File: src/rtl/gpu_pkg.sv
// Shared constants, FSM state types and address helper for the GPU command sender.
package gpu_pkg;

    localparam int RESOLUTION_W   = 640;
    localparam int RESOLUTION_H   = 480;
    localparam int BITS_PER_PIXEL = 4;
    localparam int PACKET_BYTES   = 4;
    localparam int ADDR_W         = 19;
    localparam int X_W            = 10;
    localparam int Y_W            = 9;

    localparam logic [7:0] SYNC_BYTE = 8'hA5;

    typedef enum logic [1:0] {
        S_IDLE,
        S_ADDR,
        S_SEND
    } send_state_t;

    typedef enum logic [1:0] {
        TX_IDLE,
        TX_START,
        TX_DATA,
        TX_STOP
    } tx_state_t;

    // Y*640 + X without a multiplier: 640 = 512 + 128.
    function automatic logic [ADDR_W-1:0] pixel_addr(input logic [Y_W-1:0] y,
                                                     input logic [X_W-1:0] x);
        logic [ADDR_W-1:0] w_Y;
        w_Y = ADDR_W'(y);
        return (w_Y << 9) + (w_Y << 7) + ADDR_W'(x);
    endfunction

endpackage

File: src/rtl/gpu_command_sender_if.sv
// Pixel-write request handshake between a host and the GPU command sender.
interface gpu_command_sender_if;
    import gpu_pkg::*;

    logic                      i_Cmd_Valid;
    logic                      o_Cmd_Ready;
    logic [X_W-1:0]            i_X;
    logic [Y_W-1:0]            i_Y;
    logic [BITS_PER_PIXEL-1:0] i_Color;

    modport master (
        output i_Cmd_Valid,
        output i_X,
        output i_Y,
        output i_Color,
        input  o_Cmd_Ready
    );

    modport slave (
        input  i_Cmd_Valid,
        input  i_X,
        input  i_Y,
        input  i_Color,
        output o_Cmd_Ready
    );

endinterface

File: src/rtl/gpu_command_sender_uart_transmitter.sv
// 8N1 UART transmitter; a byte offered on the last stop-bit cycle starts immediately.
module uart_transmitter #(
    parameter int CLKS_PER_BIT = 868
) (
    input  logic       i_Clock,
    input  logic       i_Reset_N,
    input  logic       i_Tx_DV,
    input  logic [7:0] i_Tx_Byte,
    output logic       o_Tx_Active,
    output logic       o_Tx_Serial,
    output logic       o_Tx_Done
);
    import gpu_pkg::*;

    localparam int              CNT_W    = (CLKS_PER_BIT > 1) ? $clog2(CLKS_PER_BIT) : 1;
    localparam logic [CNT_W-1:0] LAST_CNT = CNT_W'(CLKS_PER_BIT - 1);

    tx_state_t        r_State;
    tx_state_t        w_Next_State;
    logic [CNT_W-1:0] r_Clk_Cnt;
    logic [2:0]       r_Bit_Idx;
    logic [7:0]       r_Data;
    logic             r_Tx;

    logic w_Bit_End;
    logic w_Next_Tx;
    logic w_Load;
    logic w_Shift;

    assign w_Bit_End = (r_Clk_Cnt == LAST_CNT);

    always_comb begin
        w_Next_State = r_State;
        w_Next_Tx    = r_Tx;
        w_Load       = 1'b0;
        w_Shift      = 1'b0;
        o_Tx_Done    = 1'b0;
        unique case (r_State)
            TX_IDLE: begin
                w_Next_Tx = 1'b1;
                if (i_Tx_DV) begin
                    w_Load       = 1'b1;
                    w_Next_Tx    = 1'b0;
                    w_Next_State = TX_START;
                end
            end
            TX_START: begin
                if (w_Bit_End) begin
                    w_Next_Tx    = r_Data[0];
                    w_Next_State = TX_DATA;
                end
            end
            TX_DATA: begin
                // r_Data[0] is always the bit on the line; shift to expose the next one.
                if (w_Bit_End) begin
                    if (r_Bit_Idx == 3'd7) begin
                        w_Next_Tx    = 1'b1;
                        w_Next_State = TX_STOP;
                    end else begin
                        w_Shift   = 1'b1;
                        w_Next_Tx = r_Data[1];
                    end
                end
            end
            TX_STOP: begin
                if (w_Bit_End) begin
                    o_Tx_Done = 1'b1;
                    if (i_Tx_DV) begin
                        w_Load       = 1'b1;
                        w_Next_Tx    = 1'b0;
                        w_Next_State = TX_START;
                    end else begin
                        w_Next_Tx    = 1'b1;
                        w_Next_State = TX_IDLE;
                    end
                end
            end
            default: begin
                w_Next_Tx    = 1'b1;
                w_Next_State = TX_IDLE;
            end
        endcase
    end

    always_ff @(posedge i_Clock) begin
        if (!i_Reset_N) begin
            r_State   <= TX_IDLE;
            r_Tx      <= 1'b1;
            r_Clk_Cnt <= '0;
            r_Bit_Idx <= '0;
        end else begin
            r_State <= w_Next_State;
            r_Tx    <= w_Next_Tx;
            if (r_State == TX_IDLE || w_Bit_End) begin
                r_Clk_Cnt <= '0;
            end else begin
                r_Clk_Cnt <= r_Clk_Cnt + 1'b1;
            end
            if (r_State != TX_DATA) begin
                r_Bit_Idx <= '0;
            end else if (w_Bit_End) begin
                r_Bit_Idx <= r_Bit_Idx + 3'd1;
            end
        end
    end

    always_ff @(posedge i_Clock) begin
        if (w_Load) begin
            r_Data <= i_Tx_Byte;
        end else if (w_Shift) begin
            r_Data <= {1'b0, r_Data[7:1]};
        end
    end

    assign o_Tx_Active = (r_State != TX_IDLE);
    assign o_Tx_Serial = r_Tx;

endmodule

File: src/rtl/gpu_command_sender.sv
// Frames pixel-write requests as 4-byte packets (sync, addr lo, addr mid, colour|addr hi)
// and sends them over a UART line to the GPU.
module gpu_command_sender #(
    parameter int         CLKS_PER_BIT = 868,
    parameter int         RESOLUTION_W = gpu_pkg::RESOLUTION_W,
    parameter int         RESOLUTION_H = gpu_pkg::RESOLUTION_H,
    parameter logic [7:0] SYNC_BYTE    = gpu_pkg::SYNC_BYTE
) (
    input  logic     i_Clock,
    input  logic     i_Reset_N,
    gpu_command_sender_if.slave cmd,
    output logic     o_Uart_Tx,
    output logic     o_Busy,
    output logic     o_Range_Error
);
    import gpu_pkg::*;

    send_state_t               r_State;
    send_state_t               w_Next_State;
    logic                      r_Rst_Done;
    logic                      r_Range_Error;
    logic [1:0]                r_Byte_Idx;
    logic [X_W-1:0]            r_X;
    logic [Y_W-1:0]            r_Y;
    logic [BITS_PER_PIXEL-1:0] r_Color;
    logic [ADDR_W-1:0]         r_Addr;

    logic       w_Ready;
    logic       w_Accept;
    logic       w_In_Range;
    logic       w_Tx_DV;
    logic [7:0] w_Tx_Byte;
    logic       w_Tx_Done;
    logic       w_Tx_Active;
    logic       w_Tx_Serial;

    function automatic logic [7:0] packet_byte(input logic [1:0]                idx,
                                               input logic [ADDR_W-1:0]         addr,
                                               input logic [BITS_PER_PIXEL-1:0] color);
        unique case (idx)
            2'd0:    return SYNC_BYTE;
            2'd1:    return addr[7:0];
            2'd2:    return addr[15:8];
            default: return {color[3:0], 1'b0, addr[18:16]};
        endcase
    endfunction

    // Ready is held low until the first clock after reset is released.
    assign w_Ready         = (r_State == S_IDLE) && r_Rst_Done;
    assign w_Accept        = cmd.i_Cmd_Valid && w_Ready;
    assign w_In_Range      = (int'(cmd.i_X) < RESOLUTION_W) && (int'(cmd.i_Y) < RESOLUTION_H);
    assign cmd.o_Cmd_Ready = w_Ready;

    // The sync byte needs no address, so it is launched from ADDR while r_Addr loads.
    always_comb begin
        w_Next_State = r_State;
        w_Tx_DV      = 1'b0;
        w_Tx_Byte    = SYNC_BYTE;
        unique case (r_State)
            S_IDLE: begin
                if (w_Accept && w_In_Range) begin
                    w_Next_State = S_ADDR;
                end
            end
            S_ADDR: begin
                w_Tx_DV      = 1'b1;
                w_Tx_Byte    = packet_byte(2'd0, r_Addr, r_Color);
                w_Next_State = S_SEND;
            end
            S_SEND: begin
                if (w_Tx_Done) begin
                    if (r_Byte_Idx == 2'(PACKET_BYTES - 1)) begin
                        w_Next_State = S_IDLE;
                    end else begin
                        w_Tx_DV   = 1'b1;
                        w_Tx_Byte = packet_byte(r_Byte_Idx + 2'd1, r_Addr, r_Color);
                    end
                end
            end
            default: begin
                w_Next_State = S_IDLE;
            end
        endcase
    end

    always_ff @(posedge i_Clock) begin
        if (!i_Reset_N) begin
            r_State       <= S_IDLE;
            r_Rst_Done    <= 1'b0;
            r_Range_Error <= 1'b0;
            r_Byte_Idx    <= '0;
        end else begin
            r_State       <= w_Next_State;
            r_Rst_Done    <= 1'b1;
            r_Range_Error <= w_Accept && !w_In_Range;
            if (r_State == S_ADDR) begin
                r_Byte_Idx <= '0;
            end else if (r_State == S_SEND && w_Tx_Done) begin
                r_Byte_Idx <= r_Byte_Idx + 2'd1;
            end
        end
    end

    always_ff @(posedge i_Clock) begin
        if (w_Accept) begin
            r_X     <= cmd.i_X;
            r_Y     <= cmd.i_Y;
            r_Color <= cmd.i_Color;
        end
        if (r_State == S_ADDR) begin
            r_Addr <= pixel_addr(r_Y, r_X);
        end
    end

    uart_transmitter #(
        .CLKS_PER_BIT(CLKS_PER_BIT)
    ) u_uart_tx (
        .i_Clock    (i_Clock),
        .i_Reset_N  (i_Reset_N),
        .i_Tx_DV    (w_Tx_DV),
        .i_Tx_Byte  (w_Tx_Byte),
        .o_Tx_Active(w_Tx_Active),
        .o_Tx_Serial(w_Tx_Serial),
        .o_Tx_Done  (w_Tx_Done)
    );

    assign o_Uart_Tx     = w_Tx_Serial;
    assign o_Busy        = (r_State != S_IDLE) || w_Tx_Active;
    assign o_Range_Error = r_Range_Error;

endmodule

File: src/flat_wrapper.sv
// flat-port wrapper written by rule: the top's interface ports become plain ports
module gpu_command_sender_flat import gpu_pkg::*;
#(
    parameter int         CLKS_PER_BIT = 868,
    parameter int         RESOLUTION_W = gpu_pkg::RESOLUTION_W,
    parameter int         RESOLUTION_H = gpu_pkg::RESOLUTION_H,
    parameter logic [7:0] SYNC_BYTE    = gpu_pkg::SYNC_BYTE
)
  (i_Clock, i_Reset_N, o_Uart_Tx, o_Busy, o_Range_Error, cmd_i_Cmd_Valid, cmd_i_X, cmd_i_Y, cmd_i_Color, cmd_o_Cmd_Ready);
  gpu_command_sender_if cmd_i ();
  input  logic i_Clock;
  input  logic i_Reset_N;
  output logic o_Uart_Tx;
  output logic o_Busy;
  output logic o_Range_Error;
  input wire logic [$bits(cmd_i.i_Cmd_Valid)-1:0] cmd_i_Cmd_Valid;
  input wire logic [$bits(cmd_i.i_X)-1:0] cmd_i_X;
  input wire logic [$bits(cmd_i.i_Y)-1:0] cmd_i_Y;
  input wire logic [$bits(cmd_i.i_Color)-1:0] cmd_i_Color;
  output wire logic [$bits(cmd_i.o_Cmd_Ready)-1:0] cmd_o_Cmd_Ready;
  assign cmd_i.i_Cmd_Valid = cmd_i_Cmd_Valid;
  assign cmd_i.i_X = cmd_i_X;
  assign cmd_i.i_Y = cmd_i_Y;
  assign cmd_i.i_Color = cmd_i_Color;
  assign cmd_o_Cmd_Ready = cmd_i.o_Cmd_Ready;
  gpu_command_sender #(.CLKS_PER_BIT(CLKS_PER_BIT), .RESOLUTION_W(RESOLUTION_W), .RESOLUTION_H(RESOLUTION_H), .SYNC_BYTE(SYNC_BYTE)) u_core (.i_Clock(i_Clock), .i_Reset_N(i_Reset_N), .cmd(cmd_i), .o_Uart_Tx(o_Uart_Tx), .o_Busy(o_Busy), .o_Range_Error(o_Range_Error));
endmodule
File: config.mk
export PLATFORM = sky130hd
export DESIGN_NAME = gpu_command_sender_flat
export DESIGN_NICKNAME = d
export VERILOG_FILES = /design/src/rtl/gpu_pkg.sv /design/src/rtl/gpu_command_sender_if.sv /design/src/rtl/gpu_command_sender_uart_transmitter.sv /design/src/rtl/gpu_command_sender.sv /design/src/flat_wrapper.sv
export SDC_FILE = /design/constraint.sdc
export NUM_CORES = 1
export LEC_CHECK = 0
export ABC_AREA = 1
export CORE_MARGIN = 1
export CORE_UTILIZATION = 45
export DETAILED_ROUTE_END_ITERATION = 16
export SYNTH_ARGS = -nofsm -noshare
export SYNTH_HDL_FRONTEND = slang
export SYNTH_SLANG_ARGS = --single-unit
File: constraint.sdc
create_clock -name i_Clock -period 6.35 [get_ports i_Clock]
set_clock_uncertainty 0.1 [all_clocks]
set_input_delay 1.5875 -clock i_Clock [delete_from_list [all_inputs] [get_ports i_Clock]]
set_output_delay 1.5875 -clock i_Clock [all_outputs]
set_load 0.005 [all_outputs]
==> impl_metrics.tcl <==
set metrics [dict create \
    status "complete, no violations" \
    ant_nets 0 \
    pre_cts_ws_ns 2.45 \
    hold_violations 0 \
    cts_hold_buffers 0 \
    ys_top_cells_by_area "edfxtp_1 41%, dfxtp_1 12%, ha_1 11%" \
    ys.warnings.count 0 \
    peakVddDrop_uv 163 \
    setup_viol_count_final 0 \
    htree_num_levels 3 \
    core_area_sq_um 7810 \
    r2r_cells 8 \
    postSynthAreaPerCell_sq_um 10.2 \
    synthDistinctLibCells 40 \
    rsz0062_at_grt "no" \
    max_freq_mhz 284 \
    antenna_found_initial 0 \
    drive_gt1_share_pct 8.46 \
    critical_path_class "primary input to flop" \
    vias 2472 \
    clk_path_buf_depth 2 \
    crit_required_ns 6.54 \
    wirelength_microns 6380 \
    grt_pass1_wl_microns 10900 \
    slew_headroom_pct 17.3 \
    io_pins 30 \
    power_switching_w 0.000432 \
    antennaDiodeCount 0 \
    synth_flop_cell "edfxtp_1" \
    power_w 0.00135 \
    cellLeakagePower_nw 1.73 \
    synth_area_sq_um 3670 \
    slew_violations 0 \
    gp_congestion 0.842 \
    grt_start_max_net_pins 25 \
    die_h_microns 92.3 \
    cts_setup_buffers 0 \
    n_fill_cell 721 \
    synth-seq-area-share_pct 52.9 \
    syn_inst 361 \
    fin_nets 458 \
    endpoint "u_core.r_State[0]$_SDFFE_PN0P_" \
    timing.final.ws_setup_ns 2.83 \
    fin_area_sq_um 4270 \
    overflow 0 \
    power_frac_seq_pct 46.0 \
    synthTopCellsByCount "71 x nand2_1, 50 x edfxtp_1, 46 x inv_1" \
    root_buffer "clkbuf_8" \
    cp.arrival_ns 3.71 \
    via_per_inst 4.90 \
    synth_edf_count 50 \
    clkLatencyLatePin_ns 0.35 \
    rows 32 \
    switching_share_pct 31.9 \
    crit_start "cmd_i_Cmd_Valid" \
    ff2ff_setup_slack_ns 3.66 \
    synth-async-reset-ratio_pct 0 \
    grt_pass1_vias 2395 \
    finalCritPeriodShare_pct 55.4 \
    r2r_start "u_core.r_State[1]$_SDFFE_PN0P_" \
    cts_made_buffers 9 \
    synth_top_area_cell "edfxtp_1" \
    die_area_sq_um 8520 \
    power_density_nw_per_um2 317 \
    placed_cell_area_sq_um 4070 \
    cts.repair.resized 0 \
    critPathCaptureType "flop" \
    die_w_microns 92.3 \
    port_buffers 29 \
    period_needed_ns 3.52 \
    crit_fanout 24 \
    cts_tree "yes" \
    firstDrtPassIters 4 \
    yosys_register_bits 72 \
    pwr-share-comb_pct 26.4 \
    initial_core_util_pct 47.0 \
    cts_sinks 72 \
    drc_errors 0 \
    maxCapViolCount 0 \
    tns_ns 0 \
    rr_endpoint "u_core.u_uart_tx.r_Data[6]$_DFFE_PP_" \
    min_path_type "flop to flop" \
    area_growth_syn_to_layout_pct 16.4 \
    dpl.hpwl_microns 4700 \
    synthDominantCellAreaShare_pct 40.9 \
    synth.most_common_cell "nand2_1" \
    start_kind "primary input" \
    clk_pin_slew_ns 0.08 \
    syn_nets 422 \
    wl_per_cell_microns 12.6 \
    grt.total_usage_pct 16.8 \
    internal_power_w 0.000923 \
    tightest_slew_ns 1.23 \
    clock_power_share_pct 27.6 \
    drt_iter0_markers 107 \
]
[power by group through the flow]
stage	sequential (W)	clock (W)	combinational, W
4_1_cts	0.000624	0.000382	0.000361
6_report	0.000623	0.000374	0.000358
3_3_place_gp	0.000633	0	0.000357
2_1_floorplan	0.000626	0	0.000259
3_5_place_dp	0.000634	0	0.000359
5_1_grt	0.000631	0.000402	0.000409
[state kept, by name, indices dropped and copies added, names as in the netlist]
| register | count |
|---|---|
| u_core.r_X | 10 |
| u_core.o_Range_Error | 1 |
| u_core.u_uart_tx.r_Bit_Idx | 3 |
| u_core.u_uart_tx.r_State | 2 |
| u_core.r_State | 2 |
| u_core.u_uart_tx.r_Data | 8 |
| u_core.u_uart_tx.o_Tx_Serial | 1 |
| u_core.r_Color | 4 |
| u_core.r_Rst_Done | 1 |
| u_core.r_Byte_Idx | 2 |
| u_core.r_Addr | 19 |
| u_core.r_Y | 9 |
| u_core.u_uart_tx.r_Clk_Cnt | 10 |
[metrics by stage]
stage               utilization [%]  hold slack (ns)  std cells
finish                         54.7            0.325        504
floorplan                         -            0.300        361
global placement               52.1            0.305        488
detailed placement             52.1            0.306        488
global route                   54.7            0.335        504
CTS                            54.7            0.326        504
[routing by layer]
layer	global-route usage, %	wire (microns)	vias to the layer above
li1	-	-	1302
met2	24.9	2710	44
met1	23.2	3320	1114
met3	4.02	233	12
met4	7.94	111	0
met5	0	0	-
[worst min-delay path by stage]
stage / to / cells after the start / from
after floorplan: u_core.r_Addr[0]$_DFFE_PP_ / 0 / u_core.r_X[0]$_DFFE_PP_
after global placement: u_core.r_Addr[3]$_DFFE_PP_ / 0 / u_core.r_X[3]$_DFFE_PP_
after detailed placement: u_core.r_Addr[4]$_DFFE_PP_ / 0 / u_core.r_X[4]$_DFFE_PP_
after CTS: u_core.r_Addr[4]$_DFFE_PP_ / 0 / u_core.r_X[4]$_DFFE_PP_
after global routing: u_core.r_Addr[4]$_DFFE_PP_ / 0 / u_core.r_X[4]$_DFFE_PP_
final: u_core.r_Addr[4]$_DFFE_PP_ / 0 / u_core.r_X[4]$_DFFE_PP_
[logic make-up after synthesis]
logic type	synth area share [%]
compound gates	9.45
xor+xnor	2.39
fa+ha+maj	12.3
buf+inv	5.42
flops	52.9
simple gates	17.5
[critical path: stages]
cell             delay, ns
clkdlybuf4s50_1       0.45
inv_1                 0.05
nor2_2                0.93
nand2_1               0.12
nand2_1               0.11
o21ai_0               0.13
nor2_1                0.13
o21ai_0               0.09
nor2_1                0.10
[area by class of cell]
type / count / area (sq um) / area share, %
clock buffers: 9 / 124 / 2.90
clock inverters: 7 / 78.8 / 1.85
inverters: 47 / 176 / 4.13
multi-input cells: 238 / 1530 / 35.8
flip-flops and latches: 72 / 1940 / 45.5
well taps: 102 / 128 / 2.99
repair buffers: 29 / 290 / 6.80
[layout by cell type, fill, tap and decap left out, types with 2 or more instances in the layout]
master and count:
nor3_1 7, nor2_2 2, clkinv_4 3, o31ai_1 2, nand2_1 71, nor4_1 2
fa_1 2, nand3_1 15, nand4_1 3, inv_1 46, nor2_4 2, nor2_1 30
ha_1 33, a31oi_1 2, clkbuf_8 9, dfxtp_1 22, o21ai_2 5, xnor2_1 3
a22o_1 8, clkdlybuf4s50_1 29, inv_6 2, o21ai_0 13, xor2_1 7, a21oi_1 14
o2111ai_1 2, edfxtp_1 50
Power figures use the tool's default switching activity.
